`config.mk`:
```
export PLATFORM = sky130hd
export DESIGN_NAME = pc_seq_unit
export DESIGN_NICKNAME = d
export VERILOG_FILES = /design/src/rtl/pc_pkg.sv /design/src/rtl/pc_ret_stack.sv /design/src/rtl/pc_seq_unit.sv
export SDC_FILE = /design/constraint.sdc
export NUM_CORES = 1
export LEC_CHECK = 0
export BUFFER_PORTS_ARGS = -buffer_cell sky130_fd_sc_hd__buf_2
export CAP_MARGIN = 30
export CORE_MARGIN = 10
export CORE_UTILIZATION = 40
export DETAILED_ROUTE_END_ITERATION = 12
export HOLD_SLACK_MARGIN = 0.1
export MAX_ROUTING_LAYER = met4
export SLEW_MARGIN = 0
export SYNTH_ARGS = -nofsm -noshare
export SYNTH_HDL_FRONTEND = slang
export SYNTH_SLANG_ARGS = --single-unit
```
`constraint.sdc`:
```
create_clock -name clk -period 7 [get_ports clk]
set_clock_uncertainty 0.1 [all_clocks]
set_input_delay 0.7 -clock clk [delete_from_list [all_inputs] [get_ports clk]]
set_output_delay 0.7 -clock clk [all_outputs]
set_load 0.03 [all_outputs]
```
`src/rtl/pc_pkg.sv`:
```
// pc_pkg: shared op encoding for the program-counter sequencer.
// Contents: OP_W (op field width) and the OP_* operation codes.
package pc_pkg;

    localparam int OP_W = 3;

    localparam logic [OP_W-1:0] OP_NEXT   = 3'd0;
    localparam logic [OP_W-1:0] OP_BRANCH = 3'd1;
    localparam logic [OP_W-1:0] OP_JUMP   = 3'd2;
    localparam logic [OP_W-1:0] OP_CALL   = 3'd3;
    localparam logic [OP_W-1:0] OP_RET    = 3'd4;
    localparam logic [OP_W-1:0] OP_HALT   = 3'd5;

endpackage

```
`src/rtl/pc_ret_stack.sv`:
```
// pc_ret_stack: synchronous LIFO holding return addresses.
// Ports: clk, reset (async, active-high), push, pop, din -> top, level, full, empty.
// The caller must not push when full or pop when empty.
module pc_ret_stack #(
    parameter int ADDR_W      = 11,
    parameter int STACK_DEPTH = 4
) (
    input  logic                                 clk,
    input  logic                                 reset,
    input  logic                                 push,
    input  logic                                 pop,
    input  logic [ADDR_W-1:0]                    din,
    output logic [ADDR_W-1:0]                    top,
    output logic [$clog2(STACK_DEPTH+1)-1:0]     level,
    output logic                                 full,
    output logic                                 empty
);

    localparam int LVL_W = $clog2(STACK_DEPTH + 1);
    localparam int IDX_W = STACK_DEPTH > 1 ? $clog2(STACK_DEPTH) : 1;

    logic [ADDR_W-1:0] mem [STACK_DEPTH];
    logic [IDX_W-1:0]  wr_idx;
    logic [IDX_W-1:0]  rd_idx;

    // level counts valid entries, so the next free slot is level and the top is level-1
    assign wr_idx = IDX_W'(level);
    assign rd_idx = IDX_W'(level - LVL_W'(1));
    assign top    = mem[rd_idx];
    assign full   = level == LVL_W'(STACK_DEPTH);
    assign empty  = level == '0;

    always_ff @(posedge clk or posedge reset) begin
        if (reset)
            level <= '0;
        else if (push)
            level <= level + LVL_W'(1);
        else if (pop)
            level <= level - LVL_W'(1);
    end

    // contents need no reset: entries above level are never read
    always_ff @(posedge clk) begin
        if (push)
            mem[wr_idx] <= din;
    end

endmodule

```
`src/rtl/pc_seq_unit.sv`:
```
// pc_seq_unit: fetch-stage program counter with branch, jump, call/return and halt.
// Ports: clk, reset (async, active-high), enable, op, target, offset ->
//        addr (registered), halted, stack_level, ovf, unf (sticky flags).
module pc_seq_unit
    import pc_pkg::*;
#(
    parameter int                ADDR_W      = 11,
    parameter int                STACK_DEPTH = 4,
    parameter logic [ADDR_W-1:0] RESET_ADDR  = '0
) (
    input  logic                                 clk,
    input  logic                                 reset,
    input  logic                                 enable,
    input  logic [OP_W-1:0]                      op,
    input  logic [ADDR_W-1:0]                    target,
    input  logic [ADDR_W-1:0]                    offset,
    output logic [ADDR_W-1:0]                    addr,
    output logic                                 halted,
    output logic [$clog2(STACK_DEPTH+1)-1:0]     stack_level,
    output logic                                 ovf,
    output logic                                 unf
);

    logic              run;
    logic              push;
    logic              pop;
    logic              full;
    logic              empty;
    logic [ADDR_W-1:0] top;
    logic [ADDR_W-1:0] ret_addr;
    logic [ADDR_W-1:0] addr_nxt;

    assign run      = enable && !halted;
    assign ret_addr = addr + ADDR_W'(1);
    assign push     = run && op == OP_CALL && !full;
    assign pop      = run && op == OP_RET && !empty;

    // rejected CALL/RET and reserved ops all fall through to addr+1
    always_comb begin
        addr_nxt = op == OP_BRANCH           ? addr + offset :
                   (op == OP_JUMP || push)   ? target :
                   pop                       ? top :
                   op == OP_HALT             ? addr :
                                               ret_addr;
    end

    always_ff @(posedge clk or posedge reset) begin
        if (reset) begin
            addr   <= RESET_ADDR;
            halted <= 1'b0;
            ovf    <= 1'b0;
            unf    <= 1'b0;
        end else if (run) begin
            addr   <= addr_nxt;
            halted <= halted || op == OP_HALT;
            ovf    <= ovf || (op == OP_CALL && full);
            unf    <= unf || (op == OP_RET && empty);
        end
    end

    pc_ret_stack #(
        .ADDR_W      (ADDR_W),
        .STACK_DEPTH (STACK_DEPTH)
    ) u_stack (
        .clk   (clk),
        .reset (reset),
        .push  (push),
        .pop   (pop),
        .din   (ret_addr),
        .top   (top),
        .level (stack_level),
        .full  (full),
        .empty (empty)
    );

endmodule

```
==> results.json, run 1 <==
{
  "switching_share_pct": 40.95,
  "cts_buffers": 9,
  "drcViolationCount": 0,
  "drv_slew": 0,
  "yosysTopAreaCell": "edfxtp_1",
  "hold_class": "register to register",
  "final_area_um2": 3839,
  "hold_buffers": 0,
  "fin_tns_setup_ps": 0,
  "cp-end-kind": "register",
  "synthFlopType": "edfxtp_1",
  "grt_pass1_vias": 2449,
  "postSynthNetCount": 318,
  "place.gp.congestion": 0.8017,
  "hold_viol": 0,
  "finalCritPeriodShare_pct": 43.94,
  "clkLatencyLatePin_ps": 330,
  "synth_edf_count": 44,
  "timing.rr.end": "addr[10]",
  "root_buffer": "clkbuf_8",
  "htree_levels": 3,
  "arrival_ps": 3190,
  "path_clk_slew_ps": 70,
  "clock.fmax_mhz": 325.1,
  "syn_area_um2": 3372,
  "core_area_um2": 8217,
  "die_h_um": 111.8,
  "required_ps": 7110,
  "place_hpwl_mm": 5.885,
  "combPwrFrac_pct": 45.9,
  "antenna_left": 0,
  "synthArstFlopShare_pct": 27.87,
  "hold_start": "unf",
  "io_buffers": 44,
  "grt_pass1_wl_mm": 12.74,
  "regToRegStartpoint": "u_stack.level[0]",
  "antenna_found_initial": 0,
  "netlist_instances": 273,
  "num-fill-cells": 737,
  "cts_resized": 0,
  "synth_area_per_cell_um2": 12.35,
  "initial_core_util_pct": 41.04,
  "post_drt_wl_per_cell_um": 18.20,
  "worstHoldEndpoint": "unf",
  "dpl_cell_area_um2": 3681,
  "r2r_slack_ps": 3920,
  "routed_via_density": 5.371,
  "netlist.area_leader.share_pct": 39.18,
  "die_w_um": 111.8,
  "internal-power_mw": 0.9113,
  "drive_gt1_share_pct": 25.15,
  "num_antenna_cells": 0,
  "rows": 33,
  "p_sw_mw": 0.6320,
  "setup_viol": 0,
  "ys_seq_area_share_pct": 51.80,
  "track_usage_pct": 12.93,
  "worst-setup-path-type": "register to register",
  "drt_iter0_drc": 131,
  "cts_tree": "yes",
  "ir_worst_vdd_mv": 0.2434,
  "yosys-top-cells-area": "edfxtp_1 (39%), dfrtp_1 (13%), mux4_2 (7.3%), ha_1 (5.9%), xnor2_1 (3.4%)",
  "finalHoldWorstSlack_ps": 363.9,
  "drt-pass1-iter-count": 4,
  "rsz0062_at_grt": "no",
  "cts_buffer_depth": 2,
  "seq_power_share_pct": 37.5,
  "holdPathStages": 1,
  "num-nets-final": 366,
  "grt_max_degree": 18,
  "critPathMaxFanout": 16,
  "start_kind": "register",
  "cts_setup_buffers": 0,
  "clock_sinks": 61,
  "yosysMostFrequentCell": "edfxtp_1",
  "p_leak_nw": 1.501,
  "powerDensity_nw_per_um2": 402.0,
  "cap_viol_max_count": 0,
  "reg2reg_depth": 7,
  "io_pins": 45,
  "period_minus_slack_ps": 3076,
  "tightest_slew_ps": 853.0,
  "netlist-cell-type-count": 58,
  "area_growth_pct": 13.84,
  "grt_remaining_overflow": 0,
  "die_area_um2": 12500,
  "routed_wl_mm": 7.846,
  "status": "complete, no violations",
  "ys_ff_latch": 61,
  "synth_warnings": 0,
  "num_vias": 2315,
  "maxSlewHeadroom_pct": 43.13,
  "synth_common_cells": "edfxtp_1 (44), nor2_1 (21), nand2_1 (18)",
  "clock_power_share_pct": 16.6
}
-- logic make-up (layout without fill, tap and decap cells) --
| logic type | Yosys count | count (layout) | synth area share [%] |
|---|---|---|---|
| AND/OR/NAND/NOR | 83 | 83 | 13.25 |
| adder cells (fa/ha/maj) | 17 | 17 | 6.531 |
| flip-flops | 61 | 61 | 51.80 |
| XOR/XNOR | 18 | 18 | 4.898 |
| multiplexers | 14 | 14 | 8.238 |
| AO/OA/AOI/OAI | 61 | 61 | 12.47 |
| buffers and inverters | 19 | 72 | 2.820 |
-- layout make-up --
type,instances,area [um2],area share (%)
inverters,11,41.29,1.076
repair buffers,45,231.5,6.030
clock inverters,6,30.03,0.7823
flip-flops and latches,61,1747,45.50
well taps,105,131.4,3.422
clock buffers,10,127.6,3.325
multi-input cells,193,1530,39.86
-- how the worst max path moves through the flow --
stage	from	endpoint	slack, ps
floorplan	u_stack.level[0]	addr[5]	4590
global placement	u_stack.level[0]	addr[10]	3940
detailed placement	u_stack.level[0]	addr[10]	3860
CTS	u_stack.level[0]	addr[10]	3870
global route	u_stack.level[0]	addr[10]	3700
finish	u_stack.level[0]	addr[10]	3920
-- power by group through the flow --
stage	logic (mW)	registers (mW)	clock network, mW
CTS	0.710	0.580	0.259
global route	0.775	0.594	0.276
global placement	0.697	0.586	0
floorplan	0.477	0.631	0
detailed placement	0.708	0.587	0
finish	0.708	0.578	0.257
-- sequential cells by signal, summed over array words and instances, names as in the netlist --
name and count:
u_stack.mem 44, addr 11, ovf 1, unf 1
u_stack.level 3, halted 1
-- per-stage QoR --
| stage | cells | power (mW) | util, % | setup WS (ps) |
|---|---|---|---|---|
| 3_5_place_dp | 415 | 1.295 | 44.80 | 3857 |
| 2_1_floorplan | 273 | 1.108 | - | 4594 |
| 6_report | 431 | 1.543 | 46.72 | 3924 |
| 3_3_place_gp | 414 | 1.282 | 44.66 | 3944 |
| 4_1_cts | 431 | 1.549 | 46.72 | 3867 |
| 5_1_grt | 431 | 1.644 | 46.72 | 3699 |
-- metal layers --
metal,up-vias,part of all wire [%],track usage (%)
li1,1132,-,-
met1,1108,46,15.84
met2,63,48,20.71
met3,12,3.6,1.449
met4,0,1.9,6.341
met5,-,0,-
-- cell usage in the layout (no fill, tap or decap), types with 4 or more instances in the layout --
master and instances:
buf_2 44, edfxtp_1 44, nor2_1 21, nand2_1 18
dfrtp_1 17, a21oi_1 16, ha_1 16, xnor2_1 13
mux4_2 11, inv_1 11, nand3_1 10, clkbuf_8 9
o21ai_0 7, o211ai_1 6, nor3_1 5, a31oi_1 5
and2_1 5, xor2_1 4, a211oi_1 4, nand4_1 4
-- critical path: stages, from the launching register on --
cell	delay (ps)
dfrtp_1	900
inv_1	210
ha_1	700
mux4_2	390
and2_1	180
a211oi_1	240
o32a_1	170
nand3b_1	70
Power figures use the tool's default switching activity.
==> inputs of run 2 (changes only) <==
--- a/config.mk
+++ b/config.mk
@@ -5,6 +5,7 @@
 export SDC_FILE = /design/constraint.sdc
 export NUM_CORES = 1
 export LEC_CHECK = 0
+export ABC_AREA = 1
 export BUFFER_PORTS_ARGS = -buffer_cell sky130_fd_sc_hd__buf_2
 export CAP_MARGIN = 30
 export CORE_MARGIN = 10
==> constraint.sdc (replaced) <==
create_clock -name clk -period 2.7 [get_ports clk]
set_clock_uncertainty 0.1 [all_clocks]
set_input_delay 0.27 -clock clk [delete_from_list [all_inputs] [get_ports clk]]
set_output_delay 0.27 -clock clk [all_outputs]
set_load 0.03 [all_outputs]
==> results.json, run 2 <==
{
  "ir_worst_vdd_mv": 0.1852,
  "place.gp.congestion": 0.8798,
  "hold_class": "primary input to register",
  "r2r_slack_ps": 500,
  "postSynthNetCount": 504,
  "netlist-cell-type-count": 34,
  "cts_setup_buffers": 0,
  "num_vias": 3160,
  "synth_edf_count": 44,
  "grt_use_met3_pct": 1.438,
  "drt_iter0_drc": 264,
  "num-nets-final": 555,
  "place_hpwl_mm": 7.107,
  "antenna_left": 0,
  "fin_tns_setup_ps": 0,
  "worst-setup-path-type": "register to register",
  "initial_core_util_pct": 40.62,
  "track_usage_pct": 15.03,
  "rsz0062_at_grt": "no",
  "met2_usage_pct": 25.60,
  "finalCritPeriodShare_pct": 81.35,
  "layout_common_cells": "nand2_1 (138), inv_1 (56), buf_2 (44), edfxtp_1 (44), nor2_1 (42)",
  "synth_common_cells": "nand2_1 (138), inv_1 (56), edfxtp_1 (44)",
  "largest_register": "u_stack.mem",
  "hold_viol": 0,
  "grt-busiest-layer": "met2",
  "cts_buffers": 9,
  "dp_slack_ps": 531.5,
  "drt-pass1-iter-count": 5,
  "post_drt_wl_per_cell_um": 15.11,
  "p_leak_nw": 2.093,
  "path_clk_slew_ps": 80,
  "period_minus_slack_ps": 2196,
  "powerDensity_nw_per_um2": 503.5,
  "top_regs": "u_stack.mem (44), addr (11), u_stack.level (3)",
  "core_area_um2": 9153,
  "cap_viol_max_count": 0,
  "regToRegStartpoint": "addr[0]",
  "yosysTopAreaCell": "edfxtp_1",
  "arrival_ps": 2330,
  "num-fill-cells": 869,
  "die_h_um": 116.4,
  "crit_path_max_incr_delay_ps": 490,
  "tightest_slew_ps": 698.6,
  "yosysMostFrequentCell": "nand2_1",
  "final_common_cell": "nand2_1",
  "antenna_found_initial": 0,
  "required_ps": 2840,
  "rows": 35,
  "synth_area_per_cell_um2": 8.099,
  "clock_sinks": 61,
  "grt_max_degree": 28,
  "yosys-top-cells-area": "edfxtp_1 (36%), nand2_1 (14%), dfrtp_1 (11%), inv_1 (5.7%), ha_1 (5.4%)",
  "crit_path_top_delay_cell": "dfrtp_1",
  "routed_via_density": 5.048,
  "final_area_um2": 4335,
  "grt_pass1_wl_mm": 15.43,
  "die_area_um2": 13550,
  "use_met1_pct": 17.49,
  "io_buffers": 44,
  "clkLatencyLatePin_ps": 350,
  "io_pins": 45,
  "cp-endpoint": "addr[6]",
  "cts_tree": "yes",
  "maxSlewHeadroom_pct": 53.38,
  "drcViolationCount": 0,
  "cts_buffer_depth": 2,
  "clock.fmax_mhz": 455.3,
  "crit_start": "addr[0]",
  "num_antenna_cells": 0,
  "synth_warnings": 0,
  "area_growth_pct": 16.63,
  "setup_slack_ps": 503.5,
  "start_kind": "register",
  "dpl_cell_area_um2": 4055,
  "grt_pass1_vias": 3151,
  "synthArstFlopShare_pct": 27.87,
  "setup_viol": 0,
  "drive_gt1_share_pct": 16.89,
  "status": "complete, no violations",
  "syn_area_um2": 3717,
  "drv_slew": 0,
  "fin_cells": 626,
  "numPlacedInstances": 609,
  "grt_remaining_overflow": 0,
  "die_w_um": 116.4,
  "reg2reg_depth": 13,
  "root_buffer": "clkbuf_8",
  "ys_seq_area_share_pct": 46.99,
  "cp-end-kind": "register",
  "netlist_instances": 459,
  "largest_reg_flops": 44,
  "netlist.area_leader.share_pct": 35.54,
  "crit_top_cell": "nand2_1",
  "timing.rr.end": "addr[6]",
  "routed_wl_mm": 9.459,
  "synthFlopType": "edfxtp_1",
  "critPathMaxFanout": 7,
  "ys_ff_latch": 61,
  "crit_chain": "ha_1, inv_1, fa_1, inv_1, nand3_1, nand3_1, nand2_1, nand2_1, a21oi_1, o21ai_0, nand2_1, nand2_1, nand2_1",
  "htree_levels": 3
}
-- run 2: changes by cell type after synthesis, sizes merged, moves of 4 or more --
| cell | previous run | this run |
|---|---|---|
| a31oi | 5 | 1 |
| a211oi | 4 | 0 |
| nand2 | 18 | 141 |
| mux4 | 11 | 0 |
| nor2 | 21 | 46 |
| o22ai | 0 | 4 |
| o21ai | 8 | 22 |
| xnor2 | 14 | 2 |
| nand3 | 11 | 46 |
| buf | 5 | 10 |
| inv | 11 | 59 |
-- run 2: layout make-up --
class	count	area [um2]	area share, %
flip-flops and latches	61	1747	40.29
multi-input cells	325	1660	38.30
repair buffers	54	297.8	6.869
inverters	59	221.5	5.108
clock inverters	7	146.4	3.377
well taps	111	138.9	3.203
clock buffers	9	123.9	2.857
-- run 2: how the worst min path moves through the flow --
stage               slack [ps]  depth (start not counted)       from  endpoint
global route               150                          5  target[2]   addr[2]
detailed placement         320                          2      reset    halted
finish                     150                          5  target[2]   addr[2]
global placement           300                          2      reset   addr[0]
CTS                        130                          5  target[2]   addr[2]
floorplan                  100                          1      reset   addr[0]
-- run 2: worst max-delay path: cells and delay by family, from the launching register on --
family | cells | cell delay, ps
fa+ha+maj | 2 | 660
simple gates | 7 | 520
flops | 1 | 490
buf+inv | 2 | 160
compound gates | 2 | 150
-- run 2: metal layers --
| layer | up-vias | wire length [um] | part of all wire, % |
|---|---|---|---|
| li1 | 1604 | - | - |
| met1 | 1470 | 4396 | 46 |
| met2 | 71 | 4633 | 49 |
| met3 | 15 | 242 | 2.6 |
| met4 | 0 | 187 | 2.0 |
| met5 | - | 0 | 0 |
-- run 2: repair_timing --
action | CTS | global route
hold buffers | 1 | 0
gates resized for setup | 0 | 0
endpoints found under the hold margin | 17 | 0
-- run 2: metrics by stage --
stage	power, mW	hold WS, ps	util, %
after floorplan	1.072	96.07	-
after global placement	1.106	300.0	44.31
final	2.183	146.3	47.37
after CTS	2.201	133.6	47.37
after global routing	2.253	153.7	47.37
after detailed placement	1.106	317.5	44.31
-- run 2: kinds of logic (layout without fill, tap and decap cells) --
group	after synthesis	count (layout)	share of synthesized area [%]
adder cells (fa/ha/maj)	17	17	5.924
buffers and inverters	73	129	8.347
AO/OA/AOI/OAI	57	57	8.616
flip-flops	61	61	46.99
AND/OR/NAND/NOR	244	244	28.48
XOR/XNOR	7	7	1.649
-- run 2: power by group --
part           leakage [nW]  internal [mW]  switching (mW)
combinational          1.27         0.0368          0.0566
clock                 0.134          0.712           0.383
sequential            0.685          0.994               0
total                  2.09           1.74           0.440
==> inputs of run 3 (changes only) <==
==> constraint.sdc (replaced) <==
create_clock -name clk -period 1.92 [get_ports clk]
set_clock_uncertainty 0.1 [all_clocks]
set_input_delay 0.192 -clock clk [delete_from_list [all_inputs] [get_ports clk]]
set_output_delay 0.192 -clock clk [all_outputs]
set_load 0.03 [all_outputs]
==> results.json, run 3 (synthesized netlist as in run 2, its figures left out) <==
{
  "critPathMaxFanout": 3,
  "reg2reg_depth": 13,
  "seq_area_um2": 1750,
  "maxSlewHeadroom_pct": 71.49,
  "cp-endpoint": "addr[6]",
  "grt_pass1_vias": 3298,
  "io_pins": 45,
  "timing.rr.end": "addr[6]",
  "num-nets-final": 582,
  "place.gp.congestion": 0.8746,
  "required_ps": 2050,
  "crit_path_top_delay_cell": "fa_2",
  "cap_viol_max_count": 0,
  "htree_levels": 3,
  "path_buf_inv": 2,
  "clock_sinks": 61,
  "start_kind": "register",
  "die_h_um": 116.4,
  "hold_class": "primary input to register",
  "core_area_um2": 9153,
  "drt-pass1-iter-count": 4,
  "routed_wl_mm": 9.664,
  "crit_chain": "ha_4, inv_2, fa_2, inv_2, nand3_2, nand3_4, nand2_2, nand2_2, a21oi_1, o21ai_1, nand2_1, nand2_1, nand2_1",
  "power_mw": 2.673,
  "cts_buffer_depth": 2,
  "grt_max_degree": 28,
  "p_leak_nw": 2.216,
  "final_area_um2": 4648,
  "drive_gt1_share_pct": 26.38,
  "regToRegStartpoint": "addr[0]",
  "layout_common_cells": "nand2_1 (132), inv_1 (49), buf_2 (44), edfxtp_1 (44), nand3_1 (37)",
  "place_hpwl_mm": 7.293,
  "track_usage_pct": 15.75,
  "final_common_cell": "nand2_1",
  "finalCritPeriodShare_pct": 94.55,
  "crit_top_cell": "nand2_1",
  "tightest_slew_ps": 427.2,
  "antenna_left": 0,
  "period_minus_slack_ps": 1815,
  "setup_viol": 0,
  "crit_path_max_incr_delay_ps": 390,
  "status": "complete, no violations",
  "cts_buffers": 9,
  "ir_worst_vdd_mv": 0.2564,
  "worst-setup-path-type": "register to register",
  "largest_reg_flops": 44,
  "multiInputGateArea_um2": 1775,
  "drv_slew": 0,
  "crit_cells": 13,
  "cts_tree": "yes",
  "drt_iter0_drc": 196,
  "holdPathStages": 3,
  "path_delay_family": "adder cells",
  "root_buffer": "clkbuf_8",
  "rows": 35,
  "num-fill-cells": 878,
  "largest_register": "u_stack.mem",
  "antenna_found_initial": 0,
  "io_buffers": 44,
  "top_regs": "u_stack.mem (44), addr (11), u_stack.level (3)",
  "clock.fmax_mhz": 550.9,
  "num_antenna_cells": 0,
  "die_w_um": 116.4,
  "area_growth_pct": 25.04,
  "grt_remaining_overflow": 0,
  "crit_start": "addr[0]",
  "dpl_cell_area_um2": 4318,
  "powerDensity_nw_per_um2": 575.1,
  "post_drt_wl_per_cell_um": 14.80,
  "initial_core_util_pct": 40.62,
  "path_clk_slew_ps": 70,
  "clkLatencyLatePin_ps": 330,
  "grt_pass1_wl_mm": 16.26,
  "rsz0062_at_grt": "yes",
  "finalHoldWorstSlack_ps": 113.9,
  "cp-end-kind": "register",
  "r2r_slack_ps": 100,
  "routed_via_density": 4.922,
  "hold_viol": 0,
  "num_vias": 3214,
  "die_area_um2": 13550,
  "arrival_ps": 1940,
  "drcViolationCount": 0
}
[run 3: report_power, final]
group          total [mW]  internal, mW  switching (mW)
Sequential           1.40          1.40               0
Clock                1.12         0.590           0.533
Combinational       0.154        0.0649          0.0891
[run 3: area by class of cell]
type,instances,area share [%]
Multi-Input combinational cell,325,38.20
Sequential cell,61,37.66
Timing Repair Buffer,81,12.14
Inverter,59,4.926
Tap cell,111,2.988
Clock buffer,9,2.665
Clock inverter,7,1.427
[run 3: what timing repair did]
item / in CTS / in global routing
endpoints found under the setup margin: 0 / 10
gates resized for setup: 0 / 26
hold endpoints to repair: 18 / 0
hold buffers: 2 / 0
setup buffers: 0 / 7
[run 3: how the worst min path moves through the flow]
stage	from	slack, ps	end
detailed placement	reset	-20	halted
CTS	op[0]	100	halted
floorplan	reset	20	addr[10]
finish	op[0]	110	halted
global placement	reset	-30	halted
global route	op[0]	130	halted
[run 3: worst min-delay path, cell delays in order]
cell	delay (ps)
buf_2	130
nand2_1	90
o21ai_0	80
[run 3: metal layers]
metal | vias up | wire [um] | track usage [%]
li1 | 1653 | - | -
met1 | 1490 | 4723 | 19.97
met2 | 61 | 4568 | 25.49
met3 | 10 | 238 | 2.260
met4 | 0 | 134 | 4.837
met5 | - | 0 | -
[run 3: through the flow]
step                worst slack [ps]  TNS [ps]  instances  utilization [%]
floorplan                     -24.59    -270.5        459                -
global placement               66.70         0        628            47.18
detailed placement             14.19         0        628            47.18
CTS                            7.692         0        646            49.47
global route                  -14.53    -29.59        653            50.79
finish                         104.7         0        653            50.79
